$ cat src/rtl/ym_timers_if.sv
// ym_timers_if: register-file side bundle for the YM2610 timer block.
// Load values, config and run pulses in; flags, strobes and run state out.
interface ym_timers_if;
    logic [9:0] TA_LOAD;
    logic [7:0] TB_LOAD;
    logic [5:0] CONFIG;
    logic       set_run_A;
    logic       clr_run_A;
    logic       set_run_B;
    logic       clr_run_B;
    logic       FLAG_A;
    logic       FLAG_B;
    logic       nIRQ;
    logic       TA_OVF;
    logic       TB_OVF;
    logic       RUN_A;
    logic       RUN_B;

    modport master (
        output TA_LOAD, TB_LOAD, CONFIG,
        output set_run_A, clr_run_A, set_run_B, clr_run_B,
        input  FLAG_A, FLAG_B, nIRQ, TA_OVF, TB_OVF, RUN_A, RUN_B
    );

    modport slave (
        input  TA_LOAD, TB_LOAD, CONFIG,
        input  set_run_A, clr_run_A, set_run_B, clr_run_B,
        output FLAG_A, FLAG_B, nIRQ, TA_OVF, TB_OVF, RUN_A, RUN_B
    );
endinterface

$ cat src/rtl/ym_timers.sv
// ym_timers: YM2610 Timer A / Timer B with free-running prescaler,
// overflow flags, IRQ and one-cycle overflow strobes.
module ym_timers #(
    parameter int PRESCALE = 72,
    parameter int TB_DIV   = 16
) (
    input  logic        PHI_M,
    input  logic        nRESET,
    ym_timers_if.slave  bus
);
    localparam int PW = $clog2(PRESCALE);
    localparam int DW = $clog2(TB_DIV);
    localparam logic [PW-1:0] PRE_MAX = PW'(PRESCALE - 1);
    localparam logic [DW-1:0] DIV_MAX = DW'(TB_DIV - 1);

    logic [PW-1:0] pre_q, pre_d;
    logic [DW-1:0] div_q, div_d;
    logic          tick_a, tick_b;

    logic [9:0] cnt_a_q, cnt_a_d;
    logic [7:0] cnt_b_q, cnt_b_d;
    logic       run_a_q, run_a_d;
    logic       run_b_q, run_b_d;
    logic       ovf_a_q, ovf_a_d;
    logic       ovf_b_q, ovf_b_d;
    logic       flag_a_q, flag_a_d;
    logic       flag_b_q, flag_b_d;

    // Load pulses in CONFIG[1:0] are deliberately ignored.
    logic unused_cfg;
    assign unused_cfg = ^bus.CONFIG[1:0];

    // Free-running prescaler and Timer B divider; run/load never touch them.
    always_comb begin
        tick_a = (pre_q == PRE_MAX);
        tick_b = tick_a && (div_q == DIV_MAX);
        pre_d  = tick_a ? '0 : pre_q + 1'b1;
        div_d  = div_q;
        if (tick_a) begin
            div_d = (div_q == DIV_MAX) ? '0 : div_q + 1'b1;
        end
    end

    // Timer A: start reloads (no count that edge), stop holds, else count.
    always_comb begin
        cnt_a_d = cnt_a_q;
        run_a_d = run_a_q;
        ovf_a_d = 1'b0;
        if (bus.set_run_A && !run_a_q) begin
            cnt_a_d = bus.TA_LOAD;
            run_a_d = 1'b1;
        end else if (bus.clr_run_A && !bus.set_run_A) begin
            run_a_d = 1'b0;
        end else if (run_a_q && tick_a) begin
            if (cnt_a_q == 10'd1023) begin
                cnt_a_d = bus.TA_LOAD;
                ovf_a_d = 1'b1;
            end else begin
                cnt_a_d = cnt_a_q + 10'd1;
            end
        end
    end

    // Timer B: same control as A, clocked by the divided tick.
    always_comb begin
        cnt_b_d = cnt_b_q;
        run_b_d = run_b_q;
        ovf_b_d = 1'b0;
        if (bus.set_run_B && !run_b_q) begin
            cnt_b_d = bus.TB_LOAD;
            run_b_d = 1'b1;
        end else if (bus.clr_run_B && !bus.set_run_B) begin
            run_b_d = 1'b0;
        end else if (run_b_q && tick_b) begin
            if (cnt_b_q == 8'd255) begin
                cnt_b_d = bus.TB_LOAD;
                ovf_b_d = 1'b1;
            end else begin
                cnt_b_d = cnt_b_q + 8'd1;
            end
        end
    end

    // Flags: a qualified overflow beats a same-edge clear so no event is lost.
    always_comb begin
        flag_a_d = flag_a_q;
        flag_b_d = flag_b_q;
        if (bus.CONFIG[4]) begin
            flag_a_d = 1'b0;
        end
        if (bus.CONFIG[5]) begin
            flag_b_d = 1'b0;
        end
        if (ovf_a_d && bus.CONFIG[2]) begin
            flag_a_d = 1'b1;
        end
        if (ovf_b_d && bus.CONFIG[3]) begin
            flag_b_d = 1'b1;
        end
    end

    // State registers with synchronous active-low reset.
    always_ff @(posedge PHI_M) begin
        if (!nRESET) begin
            pre_q    <= '0;
            div_q    <= '0;
            cnt_a_q  <= '0;
            cnt_b_q  <= '0;
            run_a_q  <= 1'b0;
            run_b_q  <= 1'b0;
            ovf_a_q  <= 1'b0;
            ovf_b_q  <= 1'b0;
            flag_a_q <= 1'b0;
            flag_b_q <= 1'b0;
        end else begin
            pre_q    <= pre_d;
            div_q    <= div_d;
            cnt_a_q  <= cnt_a_d;
            cnt_b_q  <= cnt_b_d;
            run_a_q  <= run_a_d;
            run_b_q  <= run_b_d;
            ovf_a_q  <= ovf_a_d;
            ovf_b_q  <= ovf_b_d;
            flag_a_q <= flag_a_d;
            flag_b_q <= flag_b_d;
        end
    end

    assign bus.FLAG_A = flag_a_q;
    assign bus.FLAG_B = flag_b_q;
    assign bus.nIRQ   = ~(flag_a_q | flag_b_q);
    assign bus.TA_OVF = ovf_a_q;
    assign bus.TB_OVF = ovf_b_q;
    assign bus.RUN_A  = run_a_q;
    assign bus.RUN_B  = run_b_q;
endmodule

$ cat src/flat_wrapper.sv
// flat-port wrapper written by rule: the top's interface ports become plain ports
module ym_timers_flat 
#(
    parameter int PRESCALE = 72,
    parameter int TB_DIV   = 16
)
  (PHI_M, nRESET, bus_TA_LOAD, bus_TB_LOAD, bus_CONFIG, bus_set_run_A, bus_clr_run_A, bus_set_run_B, bus_clr_run_B, bus_FLAG_A, bus_FLAG_B, bus_nIRQ, bus_TA_OVF, bus_TB_OVF, bus_RUN_A, bus_RUN_B);
  ym_timers_if bus_i ();
  input  logic PHI_M;
  input  logic nRESET;
  input wire logic [$bits(bus_i.TA_LOAD)-1:0] bus_TA_LOAD;
  input wire logic [$bits(bus_i.TB_LOAD)-1:0] bus_TB_LOAD;
  input wire logic [$bits(bus_i.CONFIG)-1:0] bus_CONFIG;
  input wire logic [$bits(bus_i.set_run_A)-1:0] bus_set_run_A;
  input wire logic [$bits(bus_i.clr_run_A)-1:0] bus_clr_run_A;
  input wire logic [$bits(bus_i.set_run_B)-1:0] bus_set_run_B;
  input wire logic [$bits(bus_i.clr_run_B)-1:0] bus_clr_run_B;
  output wire logic [$bits(bus_i.FLAG_A)-1:0] bus_FLAG_A;
  output wire logic [$bits(bus_i.FLAG_B)-1:0] bus_FLAG_B;
  output wire logic [$bits(bus_i.nIRQ)-1:0] bus_nIRQ;
  output wire logic [$bits(bus_i.TA_OVF)-1:0] bus_TA_OVF;
  output wire logic [$bits(bus_i.TB_OVF)-1:0] bus_TB_OVF;
  output wire logic [$bits(bus_i.RUN_A)-1:0] bus_RUN_A;
  output wire logic [$bits(bus_i.RUN_B)-1:0] bus_RUN_B;
  assign bus_i.TA_LOAD = bus_TA_LOAD;
  assign bus_i.TB_LOAD = bus_TB_LOAD;
  assign bus_i.CONFIG = bus_CONFIG;
  assign bus_i.set_run_A = bus_set_run_A;
  assign bus_i.clr_run_A = bus_clr_run_A;
  assign bus_i.set_run_B = bus_set_run_B;
  assign bus_i.clr_run_B = bus_clr_run_B;
  assign bus_FLAG_A = bus_i.FLAG_A;
  assign bus_FLAG_B = bus_i.FLAG_B;
  assign bus_nIRQ = bus_i.nIRQ;
  assign bus_TA_OVF = bus_i.TA_OVF;
  assign bus_TB_OVF = bus_i.TB_OVF;
  assign bus_RUN_A = bus_i.RUN_A;
  assign bus_RUN_B = bus_i.RUN_B;
  ym_timers #(.PRESCALE(PRESCALE), .TB_DIV(TB_DIV)) u_core (.PHI_M(PHI_M), .nRESET(nRESET), .bus(bus_i));
endmodule
$ cat config.mk
export PLATFORM = sky130hd
export DESIGN_NAME = ym_timers_flat
export DESIGN_NICKNAME = d
export VERILOG_FILES = /design/src/rtl/ym_timers_if.sv /design/src/rtl/ym_timers.sv /design/src/flat_wrapper.sv
export SDC_FILE = /design/constraint.sdc
export NUM_CORES = 1
export LEC_CHECK = 0
export ABC_AREA = 0
export CAP_MARGIN = 20
export CORE_ASPECT_RATIO = 1.1
export CORE_MARGIN = 5
export CORE_UTILIZATION = 35
export DETAILED_ROUTE_END_ITERATION = 10
export SETUP_SLACK_MARGIN = 0.4
export SLEW_MARGIN = 20
export SYNTH_ARGS = -nofsm -noshare
export SYNTH_HDL_FRONTEND = slang
export SYNTH_SLANG_ARGS = --single-unit
$ cat constraint.sdc
create_clock -name PHI_M -period 3.8 [get_ports PHI_M]
set_input_delay 0.57 -clock PHI_M [delete_from_list [all_inputs] [get_ports PHI_M]]
set_output_delay 0.57 -clock PHI_M [all_outputs]
set_load 0.01 [all_outputs]
==> results of run 1 <==
[cell type report]
cell class	instances	area (um^2)	share of cell area
multi-input cells	190	1140	0.4735
flip-flops and latches	35	700.7	0.2911
repair buffers	37	362.8	0.1507
well taps	75	93.84	0.03898
clock buffers	6	82.58	0.03430
inverters	6	22.52	0.009356
clock inverters	1	5.005	0.002079
[power by group]
part           internal (mW)  switching [mW]  leakage, nW  total, mW
clock                  0.142           0.133       0.0470      0.276
combinational         0.0591          0.0538        0.550      0.113
sequential             0.383          0.0214        0.285      0.404
total                  0.585           0.209        0.882      0.793
[sequential cells by signal, summed over array words and instances, names as in the netlist]
register	count
u_core.bus.FLAG_A	1
u_core.bus.FLAG_B	1
u_core.bus.RUN_A	1
u_core.bus.RUN_B	1
u_core.bus.TA_OVF	1
u_core.bus.TB_OVF	1
u_core.cnt_a_q	10
u_core.cnt_b_q	8
u_core.div_q	4
u_core.pre_q	7
[worst min path at each step]
stage	start	to	slack [ns]
after floorplan	u_core.pre_q[0]	u_core.pre_q[0]	0.42
after global placement	u_core.pre_q[0]	u_core.pre_q[0]	0.44
after detailed placement	u_core.pre_q[0]	u_core.pre_q[0]	0.45
after CTS	u_core.pre_q[0]	u_core.pre_q[0]	0.46
after global routing	u_core.pre_q[0]	u_core.pre_q[0]	0.50
final	u_core.pre_q[0]	u_core.pre_q[0]	0.45
[through the flow]
stage / cell area, um^2 / setup WS, ns / total power, mW
2_1_floorplan: 1923 / 2.051 / 0.4759
3_3_place_gp: 2320 / 1.402 / 0.5250
3_5_place_dp: 2320 / 1.411 / 0.5248
4_1_cts: 2407 / 1.718 / 0.8003
5_1_grt: 2407 / 1.558 / 0.8351
6_report: 2407 / 1.717 / 0.7930
[critical path, delay by kind of cell]
kind	cells	cell delay [ns]
simple gates	4	0.77
buf+inv	1	0.51
compound gates	1	0.39
[placed cells by master (no fill, tap or decap), drive strengths merged, types with 3 or more instances in the layout]
| cell | count |
|---|---|
| inv | 5 |
| and3 | 3 |
| nor4 | 4 |
| nor2 | 23 |
| nand2 | 31 |
| clkdlybuf4s50 | 34 |
| a22oi | 3 |
| a31oi | 9 |
| nor2b | 4 |
| ha | 4 |
| xor2 | 3 |
| and4 | 3 |
| o21ai | 16 |
| nand4 | 4 |
| clkbuf | 6 |
| nor3 | 9 |
| a21oi | 19 |
| dfxtp | 35 |
| nand3 | 17 |
| buf | 3 |
| or3 | 3 |
[per-layer routing]
metal  vias to the layer above  global-route usage  wire length (um)
met4                         0             0.05376                69
met1                       858              0.1743              2165
met2                        46              0.2327              2091
met3                         8             0.04630               293
met5                         -                   0                 0
li1                        966                   -                 -
[cell families after synthesis]
logic type | count (synthesis) | share of synthesized area
buf+inv | 18 | 0.04294
xor+xnor | 5 | 0.02278
compound gates | 69 | 0.2349
simple gates | 111 | 0.3038
mux | 1 | 0.005205
flops | 35 | 0.3643
fa+ha+maj | 4 | 0.02603
==> run metrics, run 1 <==
status complete, no violations; maximum clock frequency 0.4800 GHz; total wire length approximately 4.6 mm; Pleak a little under 0.9 nW; Worst Setup SP bus_set_run_B; DP Wirelength ~3.4 mm; FF+latch count, synth 35; CTS tree done; clk root buf clkbuf_8; placed cells 343; Setup-failing EPs final 0; total gr overflow 0; clock skew 0.007507 ns; area added between synthesis and finish 25.18%; DRT iter0 DRCs 56; vias in the first global route 1824; final-report hold violation count 0; top cells by area, synth dfxtp_1 (36%), nand2_1 (6.1%), a21oi_1 (4.9%); CTS Buffer Depth 2; vias per cell 5.366; Syn Std Cell Area 1923 um^2; Ant. Diodes 0; CTS Hold Buffers Added 0; Worst EP arrival 2.25 ns; first-pass GRT wire length 8.045 mm; effective utilization at floorplan 0.3588; largest net degree at the start of global routing 19; antenna violations before repair 0; post-synthesis cell type count 56; DR pass1 iterations 4; asr flop ratio synth 0; HP Class reg2reg; GRT Util Overall 0.1423; count leader, synth dfxtp_1; ANT nets after route 0; layout cells sized above 1 0.08000; RR Endpoint u_core.cnt_a_q[3]; Slew Limit Fails 0; fillcell total 550; Setup crit end kind register; worst reg2reg path depth 6; cell taking the most area after synthesis dfxtp_1; Die H 87.75 um; power density over cell area 329.4 nW/um^2; Worst Tran Pin Value 0.7119 ns; crit path cell chain clkdlybuf4s50_1 -> and2b_1 -> nor4_4 -> nor2_2 -> a2111oi_0 -> nor2_1; synth warn 0; RR Startpoint u_core.pre_q[0]; Die X-Extent 80.68 um; Skew-Pair Late Insertion Delay about 0.29 ns; Final nets about 310; slowest CP cell clkdlybuf4s50_1; Seq/Total Area, Yosys 0.3643; Synth top area share 0.3643; Setup TNS 0 ns; CTS Buf Count 5; CP peak stage delay 0.51 ns; Resized cells post-CTS 0; crit start category input port; worst setup path endpoint u_core.cnt_b_q[4]; number of synthesized flops with an enable pin 0; Main synth FF type dfxtp_1; full die area approximately 7100 um^2; relative slew slack 0.5254; synthesized area per cell slightly below 8 um^2; unrepaired setup endpoints after global routing false; clk slew on worst S/H paths 0.07 ns; crit path kind in2reg; Req. time, crit path ~4 ns; GPL Wtd Cong 0.8882; fin crit share 0.5482; # DRC 0; Clock Sinks 35; Mapped Nets 277; routed vias 1878; core box area about 5400 um^2; worst reg2reg setup slack 1.82 ns; min cycle time layout roughly 2.1 ns; Avg WL per Cell ~13 um; Post-synth top cells dfxtp_1 (35), nand2_1 (31), nor2_1 (22); Port Buffer Count 34; MaxCap Viol Count 0; hold_ws 0.4536 ns; hold depth 1; Syn Inst Count 243; Crit Path Max Fanout 7; maximum VDD drop around 0.16 mV; site row count 28; H-tree depth 2; top-level port count 37; fin cells 350; Util after Layout 0.4491; post-CTS setup buffer count 0
(Power assumes the default switching activity.)
==> run 2, diff against run 1 <==
Clock period 3.8 ns to 2.15 ns, I/O delays scaled along.
==> run metrics, run 2 (same netlist as run 1, synthesis figures left out) <==
status complete, no violations; top-level port count 37; combinational fraction of design power 0.151; Skew-Pair Late Insertion Delay 0.29 ns; effective utilization at floorplan 0.3588; relative slew slack 0.7705; clock share of power 0.362; routed vias 1908; PnR worst setup slack approximately 0.43 ns; max reg flops 10; HP Class reg2reg; DRT iter0 DRCs 70; Setup-failing EPs final 0; Reg with most FFs u_core.cnt_a_q; finished layout cell area 2614 um^2; Die H around 88 um; Avg WL per Cell 13.26 um; H-tree depth 2; Psw 0.3841 mW; commonest cells after routing, fill and taps aside clkdlybuf4s50_1 (34), nand2_1 (29), dfxtp_1 (29); most common cell after layout, fill and taps aside clkdlybuf4s50_1; Port Buffer Count 34; Final nets 321; sw frac 0.2612; sequential power share 0.487; Setup TNS 0 ns; Largest regs u_core.cnt_a_q x10, u_core.cnt_b_q x8, u_core.pre_q x7; final-report hold violation count 0; min cycle time layout approximately 1.7 ns; first-pass GRT wire length approximately 8.1 mm; power density over cell area ~560 nW/um^2; Req. time, crit path 2.36 ns; unrepaired setup endpoints after global routing true; Ant. Diodes 0; fin cells 363; worst reg2reg setup slack around 0.43 ns; pre-CTS setup slack ~0.095 ns; placed cells 348; GPL Wtd Cong approximately 0.9; clock skew 0.006932 ns; Pleak 0.9700 nW; maximum clock frequency 0.5799 GHz; core box area 5360 um^2; full die area 7079 um^2; site row count 28; CTS tree done; clk root buf clkbuf_8; Slew Limit Fails 0; MaxCap Viol Count 0; # DRC 0; layout cells sized above 1 0.1840; Area after DPL 2357 um^2; Util after Layout 0.4876; CP peak stage delay 0.40 ns; slowest CP cell or3b_4; ANT nets after route 0; fin crit share 0.8021; crit path cell chain or3b_4 -> nor4_4 -> buf_4 -> or2_4 -> nand3_1 -> a31oi_1; Die X-Extent 80.68 um; clk slew on worst S/H paths 0.07 ns; vias per cell 5.256; largest net degree at the start of global routing 17; CTS Buffer Depth 2; Crit Path Max Fanout 6; Setup crit end kind register; DR pass1 iterations 4; Internal Pwr Total about 1.1 mW; antenna violations before repair 0; Clock Sinks 35; CTS Buf Count 5; Worst EP arrival 1.93 ns; Worst Tran Pin Value 0.3427 ns; total gr overflow 0; DP Wirelength 3.480 mm; GRT Util Overall 0.1432; crit start category register; area added between synthesis and finish 35.91%; maximum VDD drop 0.3097 mV; crit path kind reg2reg; total wire length 4.815 mm; vias in the first global route roughly 1800
==> run 2: cell types whose count changed in the layout (fill, tap and decap cells not counted), moves of 2 or more <==
cell,before,now
buf_4,3,15
dfxtp_1,35,29
dfxtp_2,0,3
dfxtp_4,0,3
nand2_1,31,29
nand2_2,0,2
nor2b_1,4,2
nor2b_2,0,2
o21ai_0,16,13
o21ai_1,0,2
==> run 2: layout make-up <==
type | count | area (um^2)
fillers | 540 | 2746
multi-input cells | 190 | 1225
flip-flops and latches | 35 | 715.7
repair buffers | 49 | 452.9
clock buffers | 7 | 96.34
well taps | 75 | 93.84
inverters | 6 | 22.52
clock inverters | 1 | 7.507
==> run 2: worst paths after layout <==
kind | start | end | cells after the start
min | u_core.pre_q[0] | u_core.pre_q[0] | 1
max | u_core.pre_q[4] | u_core.cnt_b_q[0] | 6
min reg2reg | u_core.pre_q[0] | u_core.pre_q[0] | 1
max reg2reg | u_core.pre_q[4] | u_core.cnt_b_q[0] | 6
==> run 2: power by group through the flow <==
stage / combinational (mW) / sequential (mW) / clock, mW
global placement: 0.207 / 0.728 / 0
global route: 0.247 / 0.722 / 0.584
floorplan: 0.126 / 0.715 / 0
detailed placement: 0.208 / 0.729 / 0
finish: 0.223 / 0.716 / 0.532
CTS: 0.214 / 0.716 / 0.557
==> run 2: per-layer routing <==
metal | vias to the layer above | global-route usage | wire length (um)
met5 | - | 0 | 0
met4 | 0 | 0.04147 | 53
met3 | 5 | 0.03704 | 244
met2 | 38 | 0.2492 | 2241
met1 | 881 | 0.1736 | 2276
li1 | 984 | - | -
==> run 2: timing repair <==
item,CTS,global route
resized for setup,6,25
buffers inserted,0,7
hold buffers,0,0
endpoints found under the setup margin,19,20
pin swaps,0,5
==> run 2: worst max-delay path, delay by kind of cell (launching register included) <==
kind | cells | cell delay [ns]
buffers and inverters | 1 | 0.18
and+or+nand+nor | 4 | 0.93
DFF | 1 | 0.36
AOI/OAI and AO/OA | 1 | 0.17
==> run 2: through the flow <==
stage	hold WS [ns]	power (mW)
after global placement	0.4392	0.9358
after global routing	0.4685	1.554
after detailed placement	0.4435	0.9365
final	0.4489	1.470
after CTS	0.4585	1.487
after floorplan	0.4176	0.8412
==> run 3, diff against run 2 <==
Clock period 2.15 ns to 1.48 ns, I/O delays scaled along.
==> run metrics, run 3 (same netlist as run 1, synthesis figures left out) <==
maximum VDD drop 0.3796 mV; DP Wirelength 4.085 mm; CTS Buf Count 5; clock skew 0.005809 ns; min cycle time layout 1.685 ns; power density over cell area around 670 nW/um^2; commonest cells after routing, fill and taps aside buf_4 (54), clkdlybuf4s50_1 (26), nand2_1 (23); Die X-Extent 80.68 um; Crit Path Max Fanout 6; failing checks setup timing; DRT iter0 DRCs between 50 and 60; GPL Wtd Cong 0.8746; clk slew on worst S/H paths 0.07 ns; antenna violations before repair 0; crit start category register; Pleak 1.337 nW; Ant. Diodes 0; CTS Buffer Depth 2; Setup-failing EPs final 24; hold_ws 0.3538 ns; CTS tree done; Avg WL per Cell 14.51 um; Die H 87.75 um; Largest regs u_core.cnt_a_q x10, u_core.cnt_b_q x8, u_core.pre_q x7; DR pass1 iterations 4; Reg with most FFs u_core.cnt_a_q; Final nets 382; total gr overflow 0; Setup TNS -2.528 ns; CTS Hold Buffers Added 0; full die area 7079 um^2; most common cell after layout, fill and taps aside buf_4; area added between synthesis and finish 76.77%; Worst EP arrival ~1.9 ns; Port Buffer Count 34; Tot Pwr 2.268 mW; ANT nets after route 0; total wire length between 6 and 7 mm; maximum clock frequency 0.5933 GHz; first-pass GRT wire length 10.17 mm; H-tree depth 2; MaxCap Viol Count 0; # DRC 0; Slew Limit Fails 0; site row count 28; final-report hold violation count 0; status finished with violations; PnR worst setup slack -0.2054 ns; largest net degree at the start of global routing 13; vias per cell 5.281; Setup crit end kind register; Util after Layout 0.6342; HP Class in2reg; GRT Util Overall 0.1820; relative slew slack 0.7112; pre-CTS setup slack -0.4381 ns; max reg flops 10; vias in the first global route 2253; core box area between 5000 and 6000 um^2; routed vias 2239; Worst Tran Pin Value 0.4326 ns; Req. time, crit path 1.68 ns; effective utilization at floorplan 0.3588; fin crit share 1.139; layout cells sized above 1 0.4928; Clock Sinks 35; crit path kind reg2reg; unrepaired setup endpoints after global routing true; top-level port count 37; clk root buf clkbuf_8; Skew-Pair Late Insertion Delay 0.28 ns
## run 3: through the flow
stage               instance area (um^2)  std cells
finish                              3400        424
global route                        3400        424
CTS                                 3271        418
detailed placement                  2835        396
global placement                    2835        396
floorplan                           2061        243
## run 3: final cells by class
class	count	area, um^2
fill	471	1961
sequential	35	716.9
clock buffer	7	76.32
timing repair buffer	108	959.7
clock inverter	1	5.005
multi-input combinational	192	1525
inverter	6	22.52
tap	75	93.84
## run 3: worst paths after layout
kind / endpoint / depth (start not counted) / start / slack, ns
worst max-delay path: u_core.cnt_b_q[5] / 6 / u_core.pre_q[3] / -0.21
worst min register to register: u_core.bus.FLAG_B / 2 / u_core.bus.FLAG_B / 0.53
worst max register to register: u_core.cnt_b_q[5] / 6 / u_core.pre_q[3] / -0.21
worst min-delay path: u_core.bus.TA_OVF / 3 / nRESET / 0.35
## run 3: repair_timing
action	in CTS	in global routing
endpoints found under the setup margin	38	40
resized for setup	89	29
setup buffers	12	6
endpoints found under the hold margin	0	0
pin swaps	47	26
gates cloned	2	0
## run 3: worst max-delay path: stages, from the launching register on
cell	delay, ns
dfxtp_2	0.32
or3b_4	0.40
nor4_4	0.31
buf_4	0.17
or2_4	0.16
a21oi_1	0.07
nor3_1	0.15
## run 3: where the power goes
group / leakage, nW / switching (mW) / internal, mW
Sequential: 0.291 / 0.0396 / 0.987
Combinational: 1.00 / 0.251 / 0.314
Clock: 0.0422 / 0.345 / 0.331
Total: 1.34 / 0.636 / 1.63
## run 3: per-layer routing
metal | routed length, um | track usage | share of wire
met1 | 2505 | 0.2099 | 0.41
met2 | 3230 | 0.3291 | 0.52
met3 | 341 | 0.04630 | 0.055
met4 | 76 | 0.05530 | 0.012
met5 | 0 | 0 | 0
==> edit (flow settings as in run 2) <==
Make the reset (`nRESET`) asynchronous in one clocked block. Comments in the files are not updated.
--- a/src/rtl/ym_timers.sv
+++ b/src/rtl/ym_timers.sv
@@ -100,7 +100,7 @@
     end
 
     // State registers with synchronous active-low reset.
-    always_ff @(posedge PHI_M) begin
+    always_ff @(posedge PHI_M or negedge nRESET) begin
         if (!nRESET) begin
             pre_q    <= '0;
             div_q    <= '0;
Formal check against the unedited RTL: differs if nRESET is asserted again (counterexample within 4 cycles, from zero or initial values and one cycle with nRESET low); with nRESET held inactive, the same outputs for 10 cycles.
==> edit against run 2 <==
- design area fell by 2.7%
- area after synthesis rose by 0.52%
- die area rose by 0.46%
- worst setup slack improved by 0.022 ns
- sequential cell count did not move
- sequential share of layout area rose by 7.1 points
- routed wire length fell by 10%
Power is not compared: it rests on default switching activity, and its combinational part moved more than twofold at a synthesized area within 25%.
==> edit: results (changes against run 2) <==
metric,value,unit,change
CP Max Fanout,5,,was 6
grt peak-use layer,met2,,unchanged
post-synthesis sequential area ratio,45.31,%,was 36.43%
outcome,completed,,unchanged
htree depth,2,,unchanged
initial antenna violation count,0,,unchanged
pre-CTS WS,0.2934,ns,was 0.09490 ns
R2R depth,7,,was 6
Layout Nets,290,,was 321
grt met1 use,15.21,%,was 17.36%
Largest regs,"u_core.cnt_a_q (10), u_core.cnt_b_q (8), u_core.pre_q (7)",,unchanged
Hold Path Class,in2async,,was reg2reg
slew at the pin closest to its max-slew limit,0.4507,ns,was 0.3427 ns
max incr delay on CP,0.39,ns,
vias in the first global route,1623,,"was 1,787"
root buffer cell,clkbuf_8,,unchanged
post-synth cell types,47,,was 56
"Top FF cell, synth",dfrtp_1,,was dfxtp_1
Fillers,523,,was 540
GRT Util Overall,13.15,%,was 14.32%
Pre-Repair DR Iteration Count,4,,unchanged
share of layout cells above drive strength 1,14.01,%,was 18.40%
Clock Skews,0.005384,ns,was 0.006932 ns
static leakage,1.056,nW,
syn nets,244,,was 277
Via Count,1713,,"was 1,908"
number of setup violations in the final report,0,,unchanged
# diodes,0,,unchanged
cts bufs inserted,5,,unchanged
worst-skew pair later-pin latency,0.28,ns,
met3 Track Usage GR,3.395,%,was 3.704%
Final Wtd Congestion,0.8222,,was 0.9172
grt met2 use,23.23,%,was 24.92%
Post-synth ARST share,100.0,%,was 0%
DRT iter0 DRCs,47,,was 70
worst-case clock buffer depth,2,,unchanged
Yosys warnings,0,,unchanged
final WL,4.310,mm,was 4.815 mm
Synth top cells by count,"dfrtp_1, nand2_1, a21oi_1, o21ai_0",,"was dfxtp_1, nand2_1, nor2_1, a21oi_1, nand3_1"
Peak supply drop,0.3654,mV,
Worst EP arrival,1.91,ns,was 1.93 ns
"slowest stage cell, crit path",dfrtp_1,,was or3b_4
first-pass GRT wire length,7.307,mm,was 8.128 mm
clock transition at the registers of the reported paths,0.07,ns,about the same
setup TNS,0,ns,unchanged
largest net degree at the start of global routing,36,,was 17
# port buffers,34,,unchanged
synth top area cells,"dfrtp_1, nand2_1, a21oi_1",,"was dfxtp_1, nand2_1, a21oi_1"
DP HPWL,3.224,mm,was 3.480 mm
edit: layout make-up:
type	instances	area [µm²]	area share, %
flip-flops and latches	35	877.1	34.48
clock buffers	8	100.1	3.935
repair buffers	44	415.4	16.33
inverters	6	22.52	0.8854
multi-input cells	164	1035	40.68
well taps	75	93.84	3.689
edit: logic make-up (layout without fill, tap and decap cells):
logic type	Yosys count	after routing	synth area share, %
XOR/XNOR	5	5	2.266
buffers and inverters	11	58	3.171
multiplexers	3	3	1.618
AND/OR/NAND/NOR	84	84	22.46
flip-flops	35	35	45.31
adder cells (fa/ha/maj)	4	4	2.589
AO/OA/AOI/OAI	68	68	22.59
edit: critical path: cells and delay by family, from the launching register on:
kind                     cells  cell delay, ns
adder cells (fa/ha/maj)      1            0.24
buffers and inverters        1            0.16
flip-flops                   1            0.39
AND/OR/NAND/NOR              3            0.45
AO/OA/AOI/OAI                2            0.39
edit: power breakdown:
| group | switching, mW | internal [mW] |
|---|---|---|
| sequential | 0.161 | 0.793 |
| clock | 0.227 | 0.292 |
| combinational | 0.270 | 0.260 |
| total | 0.658 | 1.35 |
edit: through the flow:
stage               util (%)  hold WS (ns)  instance area, µm²  power (mW)  instances
floorplan                  -       0.02691                1938       1.290        210
global placement       44.79        0.4529                2401       1.478        323
detailed placement     44.79        0.4592                2401       1.484        323
CTS                    46.87        0.4681                2512       2.019        331
global route           47.46        0.4946                2544       2.149        332
finish                 47.46        0.4565                2544       2.004        332
edit: timing repair:
| item | 4_1_cts | 5_1_grt |
|---|---|---|
| pin swaps | 0 | 1 |
| endpoints found under the setup margin | 8 | 13 |
| hold endpoints to repair | 0 | 0 |
| resized for setup | 4 | 8 |
| buffers inserted | 0 | 1 |
edit: path summary, 6_finish.rpt:
| path | startpoint | to | slack [ns] |
|---|---|---|---|
| max in group asynchronous | nRESET | u_core.pre_q[4] | 1.35 |
| worst max register to register | u_core.cnt_a_q[0] | u_core.cnt_a_q[1] | 0.45 |
| worst min-delay path | nRESET | u_core.cnt_b_q[2] | 0.46 |
| worst max-delay path | u_core.cnt_a_q[0] | u_core.cnt_a_q[1] | 0.45 |
| worst min register to register | u_core.pre_q[0] | u_core.pre_q[0] | 0.47 |
| min in group PHI_M | u_core.pre_q[0] | u_core.pre_q[0] | 0.47 |
edit: per-layer routing:
metal  wire (µm)  vias to the layer above
li1            -                      860
met1        1795                      800
met2        2142                       44
met3         280                        9
met4          91                        0
met5           0                        -
